**config.mk**
```make
export PLATFORM = sky130hd
export DESIGN_NAME = uart_tx_arbiter
export DESIGN_NICKNAME = d
export VERILOG_FILES = /design/src/rtl/uart_tx_arbiter.sv
export SDC_FILE = /design/constraint.sdc
export NUM_CORES = 1
export LEC_CHECK = 0
export BUFFER_PORTS_ARGS = -buffer_cell sky130_fd_sc_hd__buf_4
export CORE_UTILIZATION = 35
export DETAILED_ROUTE_END_ITERATION = 6
export PLACE_DENSITY_LB_ADDON = 0.3
export SLEW_MARGIN = 20
export SYNTH_ARGS = -nofsm -noshare
export SYNTH_HDL_FRONTEND = slang
export SYNTH_SLANG_ARGS = --single-unit
```
**constraint.sdc**
```tcl
create_clock -name clk -period 1.8 [get_ports clk]
set_input_delay 0.09 -clock clk [delete_from_list [all_inputs] [get_ports clk]]
set_output_delay 0.09 -clock clk [all_outputs]
set_load 0.02 [all_outputs]
```
**src/rtl/uart_tx_arbiter.sv**
```systemverilog
// uart_tx_arbiter: N-source arbiter for a shared UART TX pin.
// A source change is only taken at a frame boundary, i.e. after the current
// source has held mark for IDLE_BITS bit periods. A source stuck low is
// overridden by a timeout instead. After every handover the pin is forced
// to mark for BLANK_BITS bit periods, so the receiver always sees a clean
// idle gap between the two sources.
module uart_tx_arbiter #(
   parameter int NUM_CH       = 2,
   parameter int BAUD_PERIOD  = 104,
   parameter int IDLE_BITS    = 11,
   parameter int BLANK_BITS   = 2,
   parameter int TIMEOUT_BITS = 64,
   parameter int RESET_SEL    = 0,
   localparam int SEL_W       = (NUM_CH > 1) ? $clog2(NUM_CH) : 1
) (
   input  logic              clk,
   input  logic              reset_n,
   input  logic [NUM_CH-1:0] tx_in,
   input  logic [SEL_W-1:0]  sel_req,
   output logic              TXD,
   output logic [SEL_W-1:0]  active_sel,
   output logic              switch_pending,
   output logic              switch_done,
   output logic              switch_timeout
);

   // Phase lengths in clk cycles. IDLE and TIMEOUT are assumed to be at least
   // one cycle; BLANK may be zero, in which case BLANK still occupies one cycle.
   localparam int IDLE_LIM    = IDLE_BITS * BAUD_PERIOD;
   localparam int BLANK_LIM   = BLANK_BITS * BAUD_PERIOD;
   localparam int TIMEOUT_LIM = TIMEOUT_BITS * BAUD_PERIOD;
   localparam int MAX_AB      = (IDLE_LIM > BLANK_LIM) ? IDLE_LIM : BLANK_LIM;
   localparam int MAX_LIM     = (MAX_AB > TIMEOUT_LIM) ? MAX_AB : TIMEOUT_LIM;
   localparam int CNT_W       = (MAX_LIM > 1) ? $clog2(MAX_LIM + 1) : 1;
   localparam int PAD_W       = 1 << SEL_W;

   localparam logic [CNT_W-1:0] IDLE_END  = CNT_W'(IDLE_LIM - 1);
   localparam logic [CNT_W-1:0] WAIT_END  = CNT_W'(TIMEOUT_LIM - 1);
   localparam logic [CNT_W-1:0] BLANK_END = CNT_W'((BLANK_LIM == 0) ? 0 : BLANK_LIM - 1);
   localparam logic [CNT_W-1:0] CNT_MAX   = {CNT_W{1'b1}};

   localparam logic [1:0] ST_PASS  = 2'd0;
   localparam logic [1:0] ST_WAIT  = 2'd1;
   localparam logic [1:0] ST_BLANK = 2'd2;

   logic [1:0]       state_q, state_d;
   logic [SEL_W-1:0] active_sel_q, active_sel_d;
   logic [SEL_W-1:0] target_q, target_d;
   logic [CNT_W-1:0] idle_cnt_q, idle_cnt_d;
   logic [CNT_W-1:0] wait_cnt_q, wait_cnt_d;
   logic [CNT_W-1:0] blank_cnt_q, blank_cnt_d;
   logic             txd_q, txd_d;
   logic             done_q, done_d;
   logic             timeout_q, timeout_d;

   logic [PAD_W-1:0] tx_pad;
   logic             line_active;
   logic             sel_valid;
   logic [SEL_W-1:0] req_eff;
   logic             idle_hit;
   logic             wait_hit;

   function automatic logic [CNT_W-1:0] sat_inc(input logic [CNT_W-1:0] v);
      return (v == CNT_MAX) ? v : v + 1'b1;
   endfunction

   // Line of the currently routed source; an out-of-range request counts as
   // "stay where we are" so it can never start or retarget a switch.
   always_comb begin
      tx_pad               = '0;
      tx_pad[NUM_CH-1:0]   = tx_in;
      line_active          = tx_pad[active_sel_q];
      sel_valid            = ({1'b0, sel_req} < (SEL_W + 1)'(NUM_CH));
      req_eff              = sel_valid ? sel_req : active_sel_q;
   end

   // Next-state logic: pass-through, wait for a frame gap, then blank the line.
   always_comb begin
      state_d      = state_q;
      active_sel_d = active_sel_q;
      target_d     = target_q;
      idle_cnt_d   = idle_cnt_q;
      wait_cnt_d   = wait_cnt_q;
      blank_cnt_d  = blank_cnt_q;
      txd_d        = line_active;
      done_d       = 1'b0;
      timeout_d    = 1'b0;
      idle_hit     = 1'b0;
      wait_hit     = 1'b0;
      case (state_q)
         ST_PASS: begin
            if (req_eff != active_sel_q) begin
               target_d   = req_eff;
               idle_cnt_d = '0;
               wait_cnt_d = '0;
               state_d    = ST_WAIT;
            end
         end
         ST_WAIT: begin
            if (req_eff == active_sel_q) begin
               // request withdrawn: drop back without touching the pin
               state_d = ST_PASS;
            end else begin
               target_d   = req_eff;
               idle_cnt_d = line_active ? sat_inc(idle_cnt_q) : '0;
               wait_cnt_d = sat_inc(wait_cnt_q);
               idle_hit   = line_active && (idle_cnt_q >= IDLE_END);
               wait_hit   = (wait_cnt_q >= WAIT_END);
               if (idle_hit || wait_hit) begin
                  // idle completion takes precedence, so a timeout is only
                  // flagged when the gap was not seen in the same cycle
                  active_sel_d = req_eff;
                  txd_d        = 1'b1;
                  blank_cnt_d  = '0;
                  timeout_d    = !idle_hit;
                  state_d      = ST_BLANK;
               end
            end
         end
         ST_BLANK: begin
            if (blank_cnt_q >= BLANK_END) begin
               // leave blanking: pin follows the new source from this edge on
               done_d  = 1'b1;
               state_d = ST_PASS;
            end else begin
               blank_cnt_d = sat_inc(blank_cnt_q);
               txd_d       = 1'b1;
            end
         end
         default: begin
            state_d = ST_PASS;
         end
      endcase
   end

   // State registers with synchronous active-low reset; pin idles at mark.
   always_ff @(posedge clk) begin
      if (!reset_n) begin
         state_q      <= ST_PASS;
         active_sel_q <= SEL_W'(RESET_SEL);
         target_q     <= SEL_W'(RESET_SEL);
         idle_cnt_q   <= '0;
         wait_cnt_q   <= '0;
         blank_cnt_q  <= '0;
         txd_q        <= 1'b1;
         done_q       <= 1'b0;
         timeout_q    <= 1'b0;
      end else begin
         state_q      <= state_d;
         active_sel_q <= active_sel_d;
         target_q     <= target_d;
         idle_cnt_q   <= idle_cnt_d;
         wait_cnt_q   <= wait_cnt_d;
         blank_cnt_q  <= blank_cnt_d;
         txd_q        <= txd_d;
         done_q       <= done_d;
         timeout_q    <= timeout_d;
      end
   end

   assign TXD            = txd_q;
   assign active_sel     = active_sel_q;
   assign switch_pending = (state_q == ST_WAIT);
   assign switch_done    = done_q;
   assign switch_timeout = timeout_q;

endmodule

```
==> metrics, run 1 <==
WHS=26.01 ps; worst vdd rail ir drop=0.2699 mV; unrepaired setup endpoints after global routing=true; final setup margin=-211.9 ps; ANT cells=0; M3 GR Usage=3.708%; kind of end point of the critical path=flop; grt met1 use=22.39%; Avg Cell Area, Syn=8.534 um2; port buffer count=9; startpoint class of the critical path=flop; FF-to-FF path depth=6; slew at the pin closest to its max-slew limit=426.0 ps; Starting Density=36.61%; post-synth cell types=40; Final Skew=17.32 ps; Inserted Clock Buffers=5; Max-Cap Viols=0; commonest non-fill, non-tap cell in the layout=buf_4; Layout area overhead=45.18%; CTS H-Tree Depth=2; Die X-Extent=81.16 um; Final TNS setup=-1481 ps; via density per instance=4.951; GR Util met2=26.13%; Synth area leaders=dfxtp_1 41%, nor2_1 6.7%, xor2_1 6.0%; Remaining Overflow, GRT=0; post-DP HPWL=3629 um; initial antenna violation count=0; GRT Max-Usage Layer=met2; YS warnings=0; CTS tree=done; fin crit period=2012 ps; Total Power=2.051 mW; share of layout cells above drive strength 1=39.46%; clock tree buffer depth=2; worst skew pair latency=310 ps; top cell type's share of synthesized area=41.07%; most frequent cells in the layout=69 x buf_4, 35 x nor2_1, 34 x dfxtp_1, 24 x nand2_1, 15 x xor2_1; RePlAce Congestion=0.8013; Seq/Total Area, Yosys=41.07%; first-pass GRT wire length=8487 um; io pins=10; Final Cycle Share=111.8%; DRC Markers=0; final core utilization=53.15%; Synth Register Bits=45; vias in the first global route=1917; final slew viol count=0; Static Leak=1.360 nW; clock-pin slew on the worst setup and hold paths=90 ps; antenna-violating nets left=0; Fmax achieved=497.1 MHz; DR iter-0 viols=89; First-pass DRT Iterations=4; Pwr Density=644.0 nW/um2; Max FO, Critical Path=3; Worst setup startpoint=blank_cnt_q[11]$_SDFFE_PN0P_; CP required=2030 ps; Routed WL=5013 um; Slew headroom=71.40%; final net count=342; Hold Path Origin=reset_n; Cell Area, Synth=2193 um2; DP Area=2880 um2; Final Instance Area=3184 um2; hold buffers post-CTS=0; final hold vios=0; CP Class=reg -> reg; outcome=complete, but fails checks; Final setup viols=13; gr usage total=16.70%; WL per Instance=12.32 um; area leader, netlist=dfxtp_1; Worst Path Arrival=2240 ps; synthesized instance count=257; Die Ht=81.16 um; # rows=28; Core ar.=5991 um2; failing checks=setup timing; via count=2015; WHS Path Cells=2; syn_nets=268; largest net degree at the start of global routing=16; root buf cell=clkbuf_8; Tightest Hold Check Type=in -> reg; clock sinks=45; Reg-to-Reg Start=blank_cnt_q[11]$_SDFFE_PN0P_; die area=6587 um2
critical path, stage by stage, from the launching register on:
cell and delay, ps:
dfxtp_2 330, or4_1 520, a311o_1 330, a211oi_4 290
buf_4 180, nand4_1 90, mux2i_1 180
repair_timing:
action / in CTS / in global routing
resized for setup: 12 / 26
pin swaps: 7 / 24
setup buffers: 3 / 3
endpoints found under the setup margin: 25 / 35
gates cloned: 0 / 0
flip-flops by register name (all words and copies together), names as in the netlist:
| signal | count |
|---|---|
| switch_timeout | 1 |
| switch_done | 1 |
| wait_cnt_q | 13 |
| active_sel | 1 |
| blank_cnt_q | 13 |
| state_q | 2 |
| TXD | 1 |
| idle_cnt_q | 13 |
cells in the mapped netlist (all sizes together):
cell     instances
dfxtp           45
nor2            39
nand2           28
xor2            15
nand3           13
nand4           11
and3            10
a21oi            9
mux2i            8
nand2b           7
xnor2            7
ha               6
and2             5
inv              5
nor3             5
o21ai            5
clkbuf           4
o21a             4
and4             3
a211oi           2
a311o            2
a31o             2
o211ai           2
o31ai            2
or2              2
or3              2
or4              2
a2111oi          1
a21boi           1
a311oi           1
a31oi            1
a41oi            1
clkinv           1
mux2             1
nor2b            1
nor4             1
nor4b            1
o211a            1
o311ai           1
report_power, final:
group | switching, mW | internal (mW) | total, mW
Clock | 0.353 | 0.453 | 0.807
Sequential | 0.00879 | 1.00 | 1.01
Combinational | 0.120 | 0.114 | 0.233
worst paths after layout:
| check | endpoint | slack [ps] |
|---|---|---|
| worst max-delay path | blank_cnt_q[6]$_SDFFE_PN0P_ | -210 |
| worst min-delay path | TXD$_SDFF_PN1_ | 30 |
| worst max register to register | blank_cnt_q[6]$_SDFFE_PN0P_ | -210 |
| worst min register to register | blank_cnt_q[12]$_SDFFE_PN0P_ | 490 |
cells by family after synthesis:
kind of cell	synth area share, %
AOI/OAI and AO/OA	11.87
xor gates and xnor gates	8.785
adders and majority gates	3.423
buffers and inverters	1.711
DFF	41.07
muxes	4.164
and+or+nand+nor	28.98
area by class of cell:
type | count | area (um2)
Inverter | 6 | 26.28
Sequential cell | 45 | 919.6
Fill cell | 552 | 2806
Multi-Input combinational cell | 202 | 1479
Timing Repair Buffer | 71 | 549.3
Tap cell | 75 | 93.84
Clock buffer | 7 | 86.33
Clock inverter | 1 | 30.03
per-stage QoR:
stage                     instances  setup WS (ps)
after global placement          393         -183.4
after CTS                       404         -172.4
after detailed placement        393         -199.0
after floorplan                 257         -92.37
after global routing            407         -273.5
final                           407         -211.9
per-layer routing:
layer,wire length (um),up-vias,share of wire (%)
li1,-,1052,-
met1,2502,920,50
met2,2218,36,44
met3,214,7,4.3
met4,79,0,1.6
met5,0,-,0
(Power assumes the default switching activity.)
==> run 2, diff against run 1 <==
- SETUP_SLACK_MARGIN: not set -> 0.05
==> run 2 against run 1 <==
Effect of this change: the run still ends with setup timing left; fmax grew 2.9%; die area is the same; clock power shrank 9.8%; via count grew 3.6%; hold slack gained 11 ps; sequential share of layout area shrank 0.26 points; critical path depth grew 2; setup slack gained 57 ps; final cell count grew 0.25%; wire length grew 7.4%; non-clock buffer count grew 2; critical path type unchanged.
==> metrics, run 2 (synthesized netlist as in run 1, its figures left out) <==
Logic pwr share=12.7% (+1.3 points); clock network power share=36.6% (-2.7 points); Routed WL=5383 um (+7.4%); final setup margin=-155.3 ps (+56.61 ps); gr usage total=16.75% (+0.047 points); CTS H-Tree Depth=2 (unchanged); startpoint class of the critical path=flop; share of layout cells above drive strength 1=41.74% (+2.3 points); GRT Max-Usage Layer=met2; area occupied by registers=923.4 um2 (+0.41%); via count=2088 (+3.6%); Starting Density=36.61% (unchanged); first-pass GRT wire length=8493 um (about the same); Final TNS setup=-1181 ps (+299.1 ps); clock-pin slew on the worst setup and hold paths=80 ps (about the same); DR iter-0 viols=99 (+11%); Max FO, Critical Path=5 (+2); Inserted Clock Buffers=5 (unchanged); WHS=37.09 ps (+11.08 ps); most frequent cells in the layout=67 x buf_4, 36 x nor2_1, 31 x dfxtp_1, 23 x nand2_1, 14 x xor2_1; GR Util met2=26.55% (+0.42 points); Die X-Extent=81.16 um (unchanged); fillcell total=547 (-0.91%); Tightest Hold Check Type=in -> reg; kind of end point of the critical path=flop; slew at the pin closest to its max-slew limit=436.2 ps (+10.19 ps); Final setup viols=12 (-1); Max-Cap Viols=0 (unchanged); Sw Ratio=23.33% (-0.17 points); CTS tree=done; Reg-to-Reg Start=idle_cnt_q[0]$_SDFFE_PN0P_; M3 GR Usage=3.820% (+0.11 points); final slew viol count=0 (unchanged); grt met1 use=21.91% (-0.47 points); # rows=28 (unchanged); clock tree buffer depth=2 (unchanged); root buf cell=clkbuf_8; WL per Instance=13.19 um (+7.1%); Fmax achieved=511.4 MHz (+2.9%); Final Cycle Share=108.6% (-3.1 points); Remaining Overflow, GRT=0 (unchanged); Total Power=1.991 mW (-2.9%); Worst setup startpoint=idle_cnt_q[0]$_SDFFE_PN0P_; Slew headroom=70.79% (-0.60 points); Pwr Density=616.9 nW/um2 (-4.2%); io pins=10 (unchanged); Multi-input gate area=1513 um2 (+2.3%); worst slack, placed=-115.9 ps (+83.12 ps); final hold vios=0 (unchanged); CP required=2000 ps (-30 ps); worst r2r dst=blank_cnt_q[7]$_SDFFE_PN0P_; r2r setup slk=-160 ps (+60 ps); worst skew pair latency=290 ps (-20 ps); antenna-violating nets left=0 (unchanged); RePlAce Congestion=0.8420 (+5.1%); DRC Markers=0 (unchanged); ANT cells=0 (unchanged); Psw=464.4 uW (-3.6%); post-DP HPWL=3639 um (+0.30%); Setup crit end=blank_cnt_q[7]$_SDFFE_PN0P_; vias in the first global route=1861 (-2.9%); CP Class=reg -> reg; unrepaired setup endpoints after global routing=true; final net count=344 (+0.58%); Core ar.=5991 um2 (unchanged); clock sinks=45 (unchanged); Final Skew=9.622 ps (-7.695 ps); fin crit period=1955 ps (-56.61 ps); FF-to-FF path depth=8 (+2); Reg power frac=50.7% (+1.4 points); biggest regs=blank_cnt_q (13), idle_cnt_q (13), wait_cnt_q (13); worst vdd rail ir drop=0.3404 mV (+26%); Layout area overhead=47.12%; First-pass DRT Iterations=4 (unchanged); initial antenna violation count=0 (unchanged); largest net degree at the start of global routing=16 (unchanged); Int Pwr=1.526 mW (-2.7%); final core utilization=53.86% (+0.71 points); Static Leak=1.360 nW (about the same); Die Ht=81.16 um (unchanged); die area=6587 um2 (unchanged); port buffer count=9 (unchanged); outcome=complete, but fails checks; via density per instance=5.118 (+3.4%); Worst Path Arrival=2150 ps (-90 ps); commonest non-fill, non-tap cell in the layout=buf_4; failing checks=setup timing
[run 2: changes by cell type in the layout (fill, tap and decap cells not counted), moves of 2 or more]
cell,delta
a21oi_1,-2
dfxtp_2,+3
buf_4,-2
buf_6,+5
dfxtp_1,-3
a21oi_2,+2
nor2_2,-2
nand2_2,+2
[run 2: worst max-delay path, stage by stage (launching register included)]
cell	delay, ps
dfxtp_4	370
ha_4	170
a211oi_4	190
o311ai_4	130
a2111oi_4	460
a211oi_4	70
buf_6	150
and3_4	160
o21a_1	150
[run 2: layer usage]
metal | vias up | wire length (um)
met5 | - | 0
met4 | 0 | 136
met3 | 13 | 217
met2 | 50 | 2398
met1 | 971 | 2630
li1 | 1054 | -
[run 2: worst min-delay path by stage]
| stage | start | to | slack (ps) | depth (start not counted) |
|---|---|---|---|---|
| 2_1_floorplan | reset_n | TXD$_SDFF_PN1_ | 160 | 1 |
| 3_3_place_gp | reset_n | TXD$_SDFF_PN1_ | 340 | 2 |
| 3_5_place_dp | reset_n | TXD$_SDFF_PN1_ | 340 | 2 |
| 4_1_cts | reset_n | TXD$_SDFF_PN1_ | 40 | 2 |
| 5_1_grt | reset_n | TXD$_SDFF_PN1_ | 50 | 2 |
| 6_report | reset_n | TXD$_SDFF_PN1_ | 40 | 2 |
[run 2: layout make-up]
cell class / count / share of cell area (%)
inverter: 6 / 0.6979
tap: 75 / 2.908
multi-input combinational: 202 / 46.88
sequential: 45 / 28.62
clock buffer: 5 / 2.133
clock inverter: 2 / 1.086
timing repair buffer: 73 / 17.68
[run 2: metrics by stage]
stage / instances / instance area (um2)
global route: 408 / 3227
global placement: 390 / 2814
finish: 408 / 3227
CTS: 401 / 3044
detailed placement: 390 / 2814
floorplan: 257 / 2290
[run 2: repair_timing]
item / in CTS / in global routing
endpoints found under the setup margin: 39 / 39
buffers inserted: 4 / 7
gates resized for setup: 25 / 33
pin swaps: 12 / 27
cloned: 0 / 0
hold buffers: 0 / 0
[run 2: power groups by stage]
stage	sequential [mW]	clock (mW)	combinational (mW)
after global placement	1.03	0	0.201
after CTS	1.01	0.749	0.227
after detailed placement	1.03	0	0.202
after global routing	1.01	0.804	0.272
after floorplan	1.04	0	0.119
final	1.01	0.728	0.253
==> run 3, diff against run 2 <==
- CORE_UTILIZATION: 35 -> 33
==> run 3 against run 2 <==
Effect of this change: non-clock buffer count grew 3; highest routed layer unchanged; global-route usage fell by 0.14 points; setup slack worse by 53 ps; critical endpoint is now state_q[1]$_SDFFE_PN0P_; the run still ends with setup timing left; largest cell class unchanged.
==> metrics, run 3 (synthesized netlist as in run 1, its figures left out) <==
hold path endpoint=TXD$_SDFF_PN1_; Final Instance Area=3392 um2 (+5.1%); DR iter-0 viols=80 (-19%); Slew headroom=66.86% (-3.9 points); clock-pin slew on the worst setup and hold paths=90 ps (about the same); Worst Path Arrival=2190 ps (+40 ps); root buf cell=clkbuf_8; die area=6976 um2 (+5.9%); CP Class=reg -> reg; final hold vios=0 (unchanged); Final setup viols=18 (+6); final slew viol count=0 (unchanged); DP Area=2816 um2 (about the same); Hold Path Origin=reset_n; Fmax achieved=497.9 MHz (-2.7%); # rows=29 (+3.6%); biggest regs=blank_cnt_q (13), idle_cnt_q (13), wait_cnt_q (13); worst r2r dst=state_q[1]$_SDFFE_PN0P_; Final Cycle Share=111.6% (+3.0 points); final net count=348 (+1.2%); Reg-to-Reg Start=blank_cnt_q[11]$_SDFFE_PN0P_; initial antenna violation count=0 (unchanged); cell count after placement=392 (+0.51%); DRC Markers=0 (unchanged); ANT cells=0 (unchanged); r2r setup slk=-210 ps (-50 ps); outcome=complete, but fails checks; Inserted Clock Buffers=5 (unchanged); Static Leak=1.386 nW (+1.9%); Starting Density=34.35% (-2.3 points); fin crit period=2009 ps (+53.32 ps); antenna-violating nets left=0 (unchanged); startpoint class of the critical path=flop; gr usage total=16.60% (-0.14 points); Tightest Hold Check Type=in -> reg; Remaining Overflow, GRT=0 (unchanged); most frequent cells in the layout=66 x buf_4, 36 x nor2_1, 33 x dfxtp_1, 20 x nand2_1, 14 x xor2_1; slew at the pin closest to its max-slew limit=494.9 ps (+58.67 ps); unrepaired setup endpoints after global routing=true; clock tree buffer depth=2 (unchanged); io pins=10 (unchanged); final setup margin=-208.6 ps (-53.32 ps); via density per instance=5.135 (+0.34%); kind of end point of the critical path=flop; WL per Instance=14.38 um (+9.0%); Max-Cap Viols=0 (unchanged); share of layout cells above drive strength 1=45.56% (+3.8 points); Max FO, Critical Path=3 (-2); port buffer count=9 (unchanged); First-pass DRT Iterations=4 (unchanged); final core utilization=53.12% (-0.75 points); FF-to-FF path depth=7 (-1); largest net degree at the start of global routing=15 (-1); vias in the first global route=2035 (+9.3%); RePlAce Congestion=0.8161 (-3.1%); hold buffers post-CTS=0 (unchanged); WHS Path Cells=2 (unchanged); via count=2131 (+2.1%); worst vdd rail ir drop=0.3553 mV (+4.4%); CP required=1980 ps (-20 ps); Final Skew=13.78 ps (+4.160 ps); clock sinks=45 (unchanged); Die X-Extent=83.53 um (+2.9%); worst skew pair latency=300 ps (about the same); CTS H-Tree Depth=2 (unchanged); Pwr Density=617.4 nW/um2 (about the same); Layout area overhead=54.65%; Die Ht=83.53 um (+2.9%); failing checks=setup timing; Routed WL=5966 um (+11%); commonest non-fill, non-tap cell in the layout=buf_4; Non-Filler Instances=415 (+1.7%); CTS tree=done; Core ar.=6386 um2 (+6.6%); first-pass GRT wire length=9404 um (+11%); post-DP HPWL=3689 um (+1.3%)
[run 3: how the worst max path moves through the flow]
stage                                    to  cells past startpoint                    startpoint
3_3_place_gp    blank_cnt_q[7]$_SDFFE_PN0P_                      8    idle_cnt_q[1]$_SDFFE_PN0P_
6_report            state_q[1]$_SDFFE_PN0P_                      7  blank_cnt_q[11]$_SDFFE_PN0P_
4_1_cts         blank_cnt_q[7]$_SDFFE_PN0P_                      8    idle_cnt_q[0]$_SDFFE_PN0P_
3_5_place_dp        state_q[1]$_SDFFE_PN0P_                      5  blank_cnt_q[11]$_SDFFE_PN0P_
5_1_grt        blank_cnt_q[11]$_SDFFE_PN0P_                      9    wait_cnt_q[6]$_SDFFE_PN0P_
2_1_floorplan   blank_cnt_q[3]$_SDFFE_PN0P_                      5  blank_cnt_q[11]$_SDFFE_PN0P_
[run 3: metrics by stage]
| step | setup TNS, ps | total power, mW | hold WS [ps] | worst slack (ps) |
|---|---|---|---|---|
| 2_1_floorplan | -692.1 | 1.154 | 161.8 | -81.65 |
| 3_3_place_gp | -648.3 | 1.232 | 340.2 | -102.5 |
| 3_5_place_dp | -983.3 | 1.234 | 342.2 | -117.4 |
| 4_1_cts | -1134 | 2.069 | 28.89 | -150.7 |
| 5_1_grt | -3932 | 2.162 | 59.27 | -278.1 |
| 6_report | -1583 | 2.094 | 46.53 | -208.6 |
[run 3: cell type report]
| class | count | area, um2 |
|---|---|---|
| clock inverters | 2 | 37.54 |
| fillers | 550 | 2994 |
| inverters | 6 | 22.52 |
| well taps | 77 | 96.34 |
| flip-flops and latches | 45 | 923.4 |
| repair buffers | 76 | 608.1 |
| clock buffers | 6 | 82.58 |
| multi-input cells | 203 | 1622 |
[run 3: power by group]
part	total, mW	internal [mW]	switching, mW
Combinational	0.275	0.133	0.142
Sequential	1.01	1.00	0.00824
Clock	0.811	0.452	0.359
[run 3: layer usage]
layer | up-vias | wire length (um) | GRT usage, %
met3 | 8 | 189 | 3.462
met1 | 1015 | 2822 | 21.82
met4 | 0 | 81 | 4.931
met2 | 37 | 2873 | 27.50
li1 | 1071 | - | -
met5 | - | 0 | 0
[run 3: what timing repair did]
action,4_1_cts,5_1_grt
hold endpoints to repair,0,0
pin swaps,11,28
endpoints found under the setup margin,37,41
setup buffers,8,6
resized for setup,40,40
cloned,1,0
[run 3: critical path, cell delays in order (launching register included)]
cell	delay [ps]
dfxtp_2	330
or4_1	510
a311o_1	330
buf_4	160
buf_6	110
or2_4	240
a21oi_2	160
a311oi_2	60
